$ cat src/rtl/qed_wb_fifo.sv
`default_nettype none
// ============================================================================
//  Module      : qed_wb_fifo
//  Description : Small power-of-two FIFO for writeback entries; a push into a
//                full FIFO is accepted only when a pop happens in that cycle.
//  Revision    : 1.0
// ============================================================================
module qed_wb_fifo #(
    parameter int DEPTH = 4,
    parameter int WIDTH = 37
) (
    input  logic             clk,
    input  logic             rst,
    input  logic             push,
    input  logic             pop,
    input  logic             flush,
    input  logic [WIDTH-1:0] din,
    output logic             full,
    output logic             empty,
    output logic [WIDTH-1:0] head
);

    localparam int c_ptr_w = (DEPTH > 1) ? $clog2(DEPTH) : 1;
    localparam logic [c_ptr_w:0] c_depth = DEPTH[c_ptr_w:0];

    logic [WIDTH-1:0]   r_mem [DEPTH];
    logic [c_ptr_w-1:0] r_wptr;
    logic [c_ptr_w-1:0] r_rptr;
    logic [c_ptr_w:0]   r_count;

    logic w_do_pop;
    logic w_do_push;

    assign full      = (r_count == c_depth);
    assign empty     = (r_count == '0);
    assign head      = r_mem[r_rptr];
    assign w_do_pop  = pop && !empty;
    assign w_do_push = push && (!full || w_do_pop);

    always_ff @(posedge clk) begin
        if (w_do_push) begin
            r_mem[r_wptr] <= din;
        end
    end

    always_ff @(posedge clk) begin
        if (rst || flush) begin
            r_wptr  <= '0;
            r_rptr  <= '0;
            r_count <= '0;
        end else begin
            if (w_do_push) begin
                r_wptr <= r_wptr + 1'b1;
            end
            if (w_do_pop) begin
                r_rptr <= r_rptr + 1'b1;
            end
            case ({w_do_push, w_do_pop})
                2'b10:   r_count <= r_count + 1'b1;
                2'b01:   r_count <= r_count - 1'b1;
                default: r_count <= r_count;
            endcase
        end
    end

endmodule
`default_nettype wire

$ cat config.mk
export PLATFORM = sky130hd
export DESIGN_NAME = qed_wb_fifo
export DESIGN_NICKNAME = d
export VERILOG_FILES = /design/src/rtl/qed_wb_fifo.sv
export SDC_FILE = /design/constraint.sdc
export NUM_CORES = 1
export LEC_CHECK = 0
export BUFFER_PORTS_ARGS = -buffer_cell sky130_fd_sc_hd__buf_2
export CAP_MARGIN = 15
export CORE_MARGIN = 2
export CORE_UTILIZATION = 51
export DETAILED_ROUTE_END_ITERATION = 12
export PLACE_DENSITY = 0.83
export SKIP_CTS_REPAIR_TIMING = 1
export SLEW_MARGIN = 15
export SYNTH_ARGS = -nofsm -noshare
export SYNTH_HDL_FRONTEND = slang
export SYNTH_SLANG_ARGS = --single-unit
$ cat constraint.sdc
create_clock -name clk -period 2.3 [get_ports clk]
set_clock_uncertainty 0.15 [all_clocks]
set_input_delay 0.23 -clock clk [delete_from_list [all_inputs] [get_ports clk]]
set_output_delay 0.23 -clock clk [all_outputs]
set_load 0.1 [all_outputs]
==> metrics <==
CP endpoint kind=output pin; final hold slack=-8.42 ps; ys async rst share=0; Slew Limit Fails=0; Overflow after GRT=0; Root Driver=clkbuf_16; worst path cell trace=buf_12 -> mux4_2 -> clkbuf_4; layout cells sized above 1=0.413; footprint of the multi-input gates=between 0.001 and 0.0015 sq mm; synth-to-layout area growth=31.9%; via count=2995; combinational power share=0.108; unrepaired setup endpoints after global routing=true; Final min period=approximately 2200 ps; Post-Route Setup TNS=0 ps; Pint=5.16 mW; die area=approximately 0.012 sq mm; Final ANT Viol Nets=0; Post-synth EDFFs=148; Fin. Hold Viols=1; detailed-route DRC error count=0; post-synthesis register bit count=157; CP max stage delay=around 540 ps; Hold Crit Class=in2reg; Critical-path top delay cell=mux4_2; switching share of power=0.239; Most used DFF post-synth=edfxtp_1; first-pass GRT wire length=16.3 mm; WL per Instance=19.2 um; status=complete, but fails checks; Overall Power=6.79 mW; Seq/Total Area, Yosys=0.783; Buffers on Ports=80; vias in the first global route=2999; P_sw=approximately 1.6 mW; Initial Utilization=0.520; CTS H-tree depth=4; CTS Buf Count=17; initial antenna violation count=0; # clock sinks=157; Max clock buf depth=2; storage element area=0.00463 sq mm; GP Congestion=0.699; GR Util All Layers=0.177; CP top delay family=multiplexers; Critical path buffers and inverters=2; FP Rows=39; TritonCTS clock tree=done; # setup viols final=0; Static Leak=2.67 nW; Yosys Warn Count=0; syn nets=310; fmax=around 0.45 GHz; width of the die=112 um; Mapped Cells=about 260; TritonRoute pass-1 iters=4; count of cell types in the netlist=37; ant diodes=0; Flop pwr share=0.474; Worst Path Arrival=1840 ps; clock network fraction of total power=0.418; fin nets=438; drt total wl=10.5 mm; Vias/cell=5.48; mapped cell area=0.00591 sq mm; die height=about 110 um; relative slew slack=0.678; initial detailed-routing violation count=157; I/O pin count=between 80 and 90; WP data required=between 1500 and 2000 ps; # fillers=710; total core area=0.0114 sq mm; failing checks=hold timing; Pwr Density=871 mW/mm^2; startpoint class of the critical path=register; Crit Path Category=reg2out; peak supply drop=0.709 mV; Crit Path Max Fanout=23; hpwl dp=about 6.1 mm; max cap viols=0; Clock transition at path regs=60 ps; Clk Latency, worst-skew pair=410 ps; final worst-path cycle share=0.967; largest net degree at the start of global routing=38; Slew @ Worst Pin=486 ps; Post-Syn Area per Cell=22.5 sq um
==> synthesized netlist by cell type (2+ instances only) <==
cell      instances  share of area
edfxtp_1        148           0.75
mux4_2           37           0.14
dfxtp_1           9          0.030
clkbuf_1          8         0.0051
buf_2             6         0.0051
nor2_1            6         0.0038
inv_1             5         0.0032
ha_1              4         0.0085
a21oi_1           3         0.0025
nand3_1           3         0.0025
or2_2             3         0.0032
xor2_1            3         0.0044
and3_1            2         0.0021
and3_2            2         0.0025
o211ai_1          2         0.0025
==> power by group through the flow <==
stage               combinational, mW  sequential, mW  clock, mW
floorplan                       0.474            3.27          0
global placement                0.667            3.27          0
detailed placement              0.676            3.28          0
CTS                             0.678            3.22       2.88
global route                    0.765            3.22       3.02
finish                          0.735            3.22       2.83
==> layer usage <==
| metal | GRT usage | wire, um | part of all wire | vias up |
|---|---|---|---|---|
| li1 | - | - | - | 1347 |
| met1 | 0.231 | 4290 | 0.41 | 1526 |
| met2 | 0.285 | 5450 | 0.52 | 112 |
| met3 | 0.0615 | 690 | 0.066 | 10 |
| met4 | 0.0560 | 82 | 0.0078 | 0 |
| met5 | 0 | 0 | 0 | - |
==> path summary, 6_finish.rpt <==
| path | to | start | slack (ps) | depth (start not counted) |
|---|---|---|---|---|
| hold reg to reg | register | r_rptr[1] | 390 | 2 |
| setup reg to reg | r_count[2] | r_count[2] | 260 | 6 |
| setup / recovery | head[28] | register | 80 | 3 |
| hold / removal | r_wptr[1] | flush | -8 | 4 |
==> stage by stage <==
step	setup WS, ps	utilization	area (sq um)	hold slack (ps)	cells
6_report	75.8	0.685	7790	-8.42	547
5_1_grt	-5.18	0.685	7790	6.35	547
4_1_cts	-16.4	0.648	7370	-129	509
2_1_floorplan	37.5	-	5910	179	263
3_5_place_dp	290	0.594	6760	301	477
3_3_place_gp	350	0.594	6760	292	477
==> cells by family after synthesis <==
| group | count (synthesis) | share of synthesized area |
|---|---|---|
| buffers and inverters | 21 | 0.0165 |
| AND/OR/NAND/NOR | 25 | 0.0244 |
| multiplexers | 37 | 0.141 |
| AO/OA/AOI/OAI | 14 | 0.0176 |
| flip-flops | 157 | 0.783 |
| adder cells (fa/ha/maj) | 5 | 0.0119 |
| XOR/XNOR | 4 | 0.00593 |
==> sequential cells by signal (all words and copies together), names as in the netlist, named ones only <==
| signal | count |
|---|---|
| r_rptr | 2 |
| r_wptr | 2 |
| r_mem | 148 |
| r_count | 3 |
==> cells in the final DEF (no fill, tap or decap), drive strengths merged, types with 2 or more instances in the layout <==
| master | count |
|---|---|
| a21oi | 3 |
| and2 | 2 |
| and3 | 4 |
| buf | 79 |
| bufinv | 3 |
| clkbuf | 26 |
| clkinv | 4 |
| clkinvlp | 2 |
| dfxtp | 9 |
| dlygate4sd3 | 38 |
| edfxtp | 148 |
| ha | 4 |
| inv | 10 |
| mux4 | 37 |
| nand3 | 3 |
| nor2 | 6 |
| o211ai | 2 |
| o31ai | 2 |
| or2 | 3 |
| xor2 | 3 |
==> worst reg2reg max path: cells and delay by family (launching register included) <==
| kind | cells | cell delay, ps |
|---|---|---|
| flip-flops | 1 | 500 |
| AND/OR/NAND/NOR | 2 | 470 |
| adder cells (fa/ha/maj) | 1 | 380 |
| AO/OA/AOI/OAI | 3 | 470 |
==> final cells by class <==
cell class,count,area share
timing repair buffer,125,0.149
clock inverter,14,0.0233
clock buffer,18,0.0551
inverter,5,0.00241
sequential,157,0.594
multi-input combinational,85,0.153
tap,143,0.0230
Note: power is estimated with default switching activity, not from simulation.
